File: config.mk
export PLATFORM = sky130hd
export DESIGN_NAME = redun_to_canon_serializer
export DESIGN_NICKNAME = d
export VERILOG_FILES = /design/src/rtl/redun_to_canon_serializer.sv
export SDC_FILE = /design/constraint.sdc
export NUM_CORES = 2
export LEC_CHECK = 0
export CAP_MARGIN = 20
export CORE_AREA = 2 2 447 449
export DETAILED_ROUTE_END_ITERATION = 12
export DIE_AREA = 0 0 449 451
export PLACE_DENSITY = 0.5
export SLEW_MARGIN = 10
export SYNTH_ARGS = -nofsm -noshare
export SYNTH_HDL_FRONTEND = slang
export SYNTH_SLANG_ARGS = --single-unit
File: constraint.sdc
create_clock -name i_clk -period 70.7 [get_ports i_clk]
set_input_delay 14.14 -clock i_clk [delete_from_list [all_inputs] [get_ports i_clk]]
set_output_delay 14.14 -clock i_clk [all_outputs]
set_load 0.005 [all_outputs]
File: src/rtl/redun_to_canon_serializer.sv
// Serializes one redundant-form product vector into canonical words, least significant first.
// Carries between words are resolved one word per accepted beat.
module redun_to_canon_serializer #(
    parameter int unsigned NUM_ELEMENTS = 66,
    parameter int unsigned DSP_BIT_LEN  = 17,
    parameter int unsigned WORD_LEN     = 16,
    parameter int unsigned IDX_W        = $clog2(NUM_ELEMENTS)
) (
    input  logic                                i_clk,
    input  logic                                i_rst_n,
    input  logic                                i_val,
    output logic                                o_rdy,
    input  logic [NUM_ELEMENTS*DSP_BIT_LEN-1:0] i_dat,
    output logic                                o_val,
    input  logic                                i_rdy,
    output logic [WORD_LEN-1:0]                 o_dat,
    output logic [IDX_W-1:0]                    o_idx,
    output logic                                o_last,
    output logic [1:0]                          o_carry
);

    localparam int unsigned SUM_W    = DSP_BIT_LEN + 1;
    localparam int unsigned LAST_IDX = NUM_ELEMENTS - 1;

    typedef enum logic {
        IDLE,
        RUN
    } state_t;

    state_t                  r_state;
    state_t                  w_state_nxt;
    logic [DSP_BIT_LEN-1:0]  r_coef [NUM_ELEMENTS];
    logic [DSP_BIT_LEN-1:0]  w_shift [NUM_ELEMENTS];
    logic [1:0]              r_carry;
    logic [1:0]              w_carry_nxt;
    logic [IDX_W-1:0]        r_idx;
    logic [IDX_W-1:0]        w_idx_nxt;
    logic [IDX_W-1:0]        w_idx_inc;
    logic [WORD_LEN-1:0]     r_dat;
    logic [WORD_LEN-1:0]     w_dat_nxt;
    logic                    r_last;
    logic                    w_last_nxt;
    logic [1:0]              r_cout;
    logic [1:0]              w_cout_nxt;
    logic                    r_val;
    logic                    w_val_nxt;
    logic                    r_rdy;
    logic                    w_rdy_nxt;
    logic                    w_load;
    logic                    w_adv;
    logic [DSP_BIT_LEN-1:0]  w_in0;
    logic [SUM_W-1:0]        w_sum_cur;
    logic [SUM_W-1:0]        w_sum_nxt;
    logic [1:0]              w_carry_adv;

    // Coefficients shift down one slot per accepted word, so the current word is always slot 0.
    for (genvar g = 0; g < NUM_ELEMENTS; g++) begin : g_shift
        if (g < LAST_IDX) begin : g_mid
            assign w_shift[g] = r_coef[g+1];
        end else begin : g_top
            assign w_shift[g] = '0;
        end
    end

    assign w_in0       = i_dat[DSP_BIT_LEN-1:0];
    assign w_sum_cur   = SUM_W'(r_coef[0]) + SUM_W'(r_carry);
    assign w_carry_adv = 2'(w_sum_cur >> WORD_LEN);
    // Output registers are preloaded with the next word's sum so outputs never see i_rdy.
    assign w_sum_nxt   = SUM_W'(w_shift[0]) + SUM_W'(w_carry_adv);

    always_ff @(posedge i_clk) begin
        if (!i_rst_n) begin
            r_state <= IDLE;
            r_carry <= '0;
            r_idx   <= '0;
            r_dat   <= '0;
            r_last  <= 1'b0;
            r_cout  <= '0;
            r_val   <= 1'b0;
            r_rdy   <= 1'b0;
        end else begin
            r_state <= w_state_nxt;
            r_carry <= w_carry_nxt;
            r_idx   <= w_idx_nxt;
            r_dat   <= w_dat_nxt;
            r_last  <= w_last_nxt;
            r_cout  <= w_cout_nxt;
            r_val   <= w_val_nxt;
            r_rdy   <= w_rdy_nxt;
        end
    end

    // Datapath storage carries no reset; it is always loaded before use.
    always_ff @(posedge i_clk) begin
        if (w_load) begin
            for (int i = 0; i < NUM_ELEMENTS; i++) begin
                r_coef[i] <= i_dat[i*DSP_BIT_LEN +: DSP_BIT_LEN];
            end
        end else if (w_adv) begin
            r_coef <= w_shift;
        end
    end

    always_comb begin
        w_state_nxt = r_state;
        w_carry_nxt = r_carry;
        w_idx_nxt   = r_idx;
        w_dat_nxt   = r_dat;
        w_last_nxt  = r_last;
        w_cout_nxt  = r_cout;
        w_val_nxt   = r_val;
        w_rdy_nxt   = r_rdy;
        w_load      = 1'b0;
        w_adv       = 1'b0;
        w_idx_inc   = r_idx + IDX_W'(1);

        case (r_state)
            IDLE: begin
                w_rdy_nxt = 1'b1;
                w_val_nxt = 1'b0;
                if (i_val && r_rdy) begin
                    w_load      = 1'b1;
                    w_state_nxt = RUN;
                    w_rdy_nxt   = 1'b0;
                    w_val_nxt   = 1'b1;
                    w_carry_nxt = '0;
                    w_idx_nxt   = '0;
                    w_dat_nxt   = w_in0[WORD_LEN-1:0];
                    w_last_nxt  = (LAST_IDX == 0);
                    w_cout_nxt  = (LAST_IDX == 0) ? 2'(w_in0 >> WORD_LEN) : 2'b00;
                end
            end
            RUN: begin
                if (r_val && i_rdy) begin
                    if (r_last) begin
                        w_state_nxt = IDLE;
                        w_val_nxt   = 1'b0;
                        w_rdy_nxt   = 1'b1;
                        w_last_nxt  = 1'b0;
                        w_idx_nxt   = '0;
                        w_dat_nxt   = '0;
                        w_cout_nxt  = '0;
                        w_carry_nxt = '0;
                    end else begin
                        w_adv       = 1'b1;
                        w_carry_nxt = w_carry_adv;
                        w_idx_nxt   = w_idx_inc;
                        w_dat_nxt   = w_sum_nxt[WORD_LEN-1:0];
                        w_last_nxt  = (w_idx_inc == IDX_W'(LAST_IDX));
                        w_cout_nxt  = (w_idx_inc == IDX_W'(LAST_IDX)) ? 2'(w_sum_nxt >> WORD_LEN)
                                                                      : 2'b00;
                    end
                end
            end
            default: begin
                w_state_nxt = IDLE;
            end
        endcase
    end

    assign o_rdy   = r_rdy;
    assign o_val   = r_val;
    assign o_dat   = r_dat;
    assign o_idx   = r_idx;
    assign o_last  = r_last;
    assign o_carry = r_cout;

endmodule

# Yosys cells after proc, flatten, opt, wreduce, memory -nomap -nowiden
# Index checks and enable logic that the tools add are counted.
[totals]
reg_bits = 1153
[op_classes]
reduce_logical = 5
muxes = 36
n_bitwise = 1
add_sub_neg = 3
eq_ne = 4
[ops]
columns = ["operator", "n"]
rows = [
  ["$mux 1122", 2],
  ["$mux 16", 3],
  ["$add 17x2->18", 2],
  ["$pmux 16 s2", 1],
  ["$mux 7", 3],
  ["$mux 1", 14],
  ["$pmux 7 s2", 1],
  ["$mux 2", 6],
  ["$pmux 1 s2", 4],
  ["$pmux 2 s2", 2],
  ["$add 7x1->7 const B", 1],
  ["$eq 7x7->1 const B", 1],
  ["$ne 2x1->1 const B", 2],
  ["$reduce_and 2->1", 2],
  ["$logic_and 1x1->1", 2],
  ["$ne 2x2->1 const B", 1],
  ["$reduce_bool 2->1", 1],
  ["$not 1->1", 1],
]

# Longest topological paths before layout
[logic_depth]
ltp_word = 6
ltp_mapped = 12
depth_no_buf = 12

# Worst setup path after synthesis
# Ideal clock, no wire load.
[synth_timing]
kind = "input port to flip-flop"
start = "input i_val"
end = "register r_coef[0] (netlist bit), enable pin"
stages = 5
required_ns = 62.987
t_arrival_ns = 32.679
path_buffers = 3
setup_slack_ns = 30.308
path_cell_list = "nand3b_1 buf_2 buf_2 buf_2 nand2_1"
[synth_via]
elab_chain_len = 4
[synth_rtl]
columns = ["item", "line_no", "rtl"]
rows = [
  ["from (decl)", "11", "input logic i_val,"],
  ["$logic_and 1x1->1", "121", "if (i_val && r_rdy) begin"],
  ["$mux 1", "121", ""],
  ["$mux 1", "117", "case (r_state)"],
  ["$reduce_bool 2->1 (no source line)", "-", ""],
  ["to (signal, indexed assignment)", "97", "r_coef[i] <= i_dat[i*DSP_BIT_LEN +: DSP_BIT_LEN];"],
  ["to (signal assigned)", "100", "r_coef <= w_shift;"],
  ["to (decl)", "32", "logic [DSP_BIT_LEN-1:0] r_coef [NUM_ELEMENTS];"],
]
# No other way between the ends.
# A chain may end at the register's enable or synchronous reset.

# Worst setup path in the final report
[layout_timing]
start = "input i_val"
end = "register r_coef[194] (netlist bit) (data pin)"
[layout_via]
elab_chain_len = 4
[layout_rtl]
columns = ["item", "line_no", "rtl"]
rows = [
  ["$logic_and 1x1->1", "121", ""],
  ["$mux 1", "121", ""],
  ["$mux 1", "117", ""],
  ["$mux 1122", "95", "if (w_load) begin"],
]
# No other way between the ends.

==> impl_metrics.toml <==
[grt]
antenna_found_initial = 73
overflow = 0
grt_max_degree = 192
grt_usage_pct = 18.3
grt_pass1_wl_mm = 268
first_global_vias = 37600

[place]
place_hpwl_mm = 142
place_congestion = 0.938
io_buffers = 1153
pre_cts_slack_ns = 50.77
placed_area_sq_mm = 0.0633

[sta]
drv_slew = 0
setup_ws_ns = 51.51
worst_slew_pin_slew_ns = 1.13
fmax_mhz = 52.1
setup_viol = 0
finalHoldViolCount = 0
slew_headroom_pct = 24.7
final.min_clock_period_ns = 19.19
finalSetupTns_ns = 0
fin_crit_sh_pct = 27.1
final.setup_skew_ns = 0.0275
rsz0062_at_grt = "false"

[setup_path]
required_ns = 71.34
timing.critical_path.mode_cell = "buf_4"
crit_path_top_delay_cell = "buf_4"
start_kind = "input pin"
max_stage_delay_ns = 0.89
r2r-start = "r_state$_SDFF_PN0_"
critPathTopFamily = "buffers and inverters"
reg2reg_setup_slack_ns = 64.88
path_cells = "clkdlybuf4s50_1 > and3b_4 > buf_4 > buf_4 > buf_4 > buf_4 > buf_4 > nand2_1 > nand2_1"
path_buf_inv = 6
startpoint = "i_val"
cp_data_arrival_time_ns = 19.83
path_class = "in2reg"
cp_max_fo = 102
endpoint_kind = "flop"

[cells_and_area]
drive_gt1_share_pct = 4.01
fin_nets = 7135
seqCellArea_sq_mm = 0.0343
design_area_sq_mm = 0.0677
multiInputGateArea_sq_mm = 0.0138
area_delta_synth_final_pct = 37.3
final_common_cell = "nand2_1"
layout_common_cells = "nand2_1, clkdlybuf4s50_1, edfxtp_1"
fillers = 20400

[synthesis]
yosys_register_bits = 1153
synth_ff_type = "edfxtp_1"
synth_nets = 6065
yosys_warnings = 0
ys_types = 57
syn_avg_cell_area_sq_um = 10.0
synth-edff-count = 1122
netlist_area_sq_mm = 0.0494
ys_async_sr_fraction_pct = 0
postSynthCellCount = 4933
ys_seq_area_share_pct = 69.5

[clocking]
clk_path_buf_depth = 3
cts_tree = "yes"
clkLatencyLatePin_ns = 0.79
ctsResizeCount = 0
path_clk_slew_ns = 0.06
cts_hold_buffers = 0
numCtsBuffers = 140
h-tree-depth = 4
clockRootBuffer = "clkbuf_16"
clkSinkCount = 1153
post_cts_buffers = 0

[floorplanning]
start_util_pct = 24.9
rows = 164
core_area_sq_mm = 0.198
die_area_sq_mm = 0.202
ioPinCount = 1154
fp.dieH_um = 451
die_x_um = 449

[run]
drv_cap = 0

[min_path]
hold_path_class = "reg2reg"
hold_start = "o_carry[0]$_SDFFE_PN0P_"

[route]
ant_nets = 0
wirelength_mm = 193
drt-initial-drc-count = 3957
vias = 38500
drc = 0
viasPerCell = 4.38
wl_per_cell_um = 21.9
drt-pass1-iter-count = 5

[power_and_ir_drop]
irDropWorstVdd_mv = 0.0188
powerDensity_mw_per_mm2 = 25.7
power_leakage_nw = 27.4

[run_status]
status = "completed"
cells by family (layout without fill, tap and decap cells):
kind of cell    count (synthesis)  after routing  share of synthesized area (%)
compound gates                 64             64                          0.943
xor+xnor                       14             14                          0.248
fa+ha+maj                       6              6                          0.167
buf+inv                       270           1448                           2.56
flops                        1153           1153                           69.5
mux                             1              1                         0.0203
other cells                     0             36                              0
simple gates                 3425           3425                           26.5
synth_stat cells, types with 2 or more instances:
master	count	area, sq um
a21oi_1	16	80.1
a221oi_2	8	120
a22oi_1	2	15.0
a311oi_1	2	17.5
a31oi_1	3	18.8
and2_1	18	113
and3_1	4	25.0
buf_1	4	15.0
buf_2	148	741
buf_4	9	67.6
buf_6	4	45.0
clkbuf_1	97	364
dfxtp_1	31	621
edfxtp_1	1122	33700
ha_1	5	62.6
inv_1	7	26.3
nand2_1	3324	12500
nand2b_1	4	25.0
nand3_1	14	70.1
nand3_4	2	35.0
nand3b_1	4	30.0
nand4_1	9	56.3
nor2_1	24	90.1
nor3_1	7	35.0
nor3_2	2	20.0
nor3b_1	2	15.0
o21ai_0	15	75.1
o21ai_1	5	25.0
xnor2_1	8	70.1
xor2_1	6	52.6
per-stage QoR:
stage	cells	utilization, %	power, W	hold WS (ns)
6_report	8803	34.2	0.00174	0.496
5_1_grt	8793	34.2	0.00180	0.517
4_1_cts	8767	34.1	0.00176	0.493
3_5_place_dp	8517	32.0	0.00106	0.487
3_3_place_gp	8517	32.0	0.00106	0.486
2_1_floorplan	4933	-	0.000997	0.460
path summary, 6_finish.rpt:
kind,end,cells past startpoint
setup / recovery,r_coef[194]$_DFFE_PP_,9
hold / removal,o_carry[0]$_SDFFE_PN0P_,2
hold reg to reg,o_carry[0]$_SDFFE_PN0P_,2
setup reg to reg,r_coef[194]$_DFFE_PP_,8
flip-flops by register name, summed over array words and instances, names as in the netlist:
| signal | cells |
|---|---|
| o_dat | 16 |
| o_val | 1 |
| o_idx | 7 |
| r_coef | 1122 |
| o_rdy | 1 |
| r_state | 1 |
| o_last | 1 |
| r_carry | 2 |
| o_carry | 2 |
worst min-delay path, stage by stage (launching register included):
cell and delay [ns]:
dfxtp_1 0.32, nand3_1 0.07, o31ai_1 0.06
cell type report:
type	count	share of cell area, %
Timing Repair Buffer	1190	17.6
Clock buffer	180	5.44
Tap cell	2656	4.91
Antenna cell	36	0.133
Clock inverter	70	0.920
Multi-Input combinational cell	3510	20.4
Sequential cell	1153	50.6
Inverter	8	0.0443
power breakdown:
group / internal [W] / total, W / switching (W)
combinational: 0.0000896 / 0.000211 / 0.000122
clock: 0.000396 / 0.000696 / 0.000300
sequential: 0.000815 / 0.000831 / 0.0000154
layer usage:
metal  share of wire [%]  GRT usage, %
met1                  41          23.0
met3                 7.0          4.43
met4                 2.4          5.69
met2                  49          30.9
met5                0.16             0
Note: power is estimated with default switching activity, not from simulation.
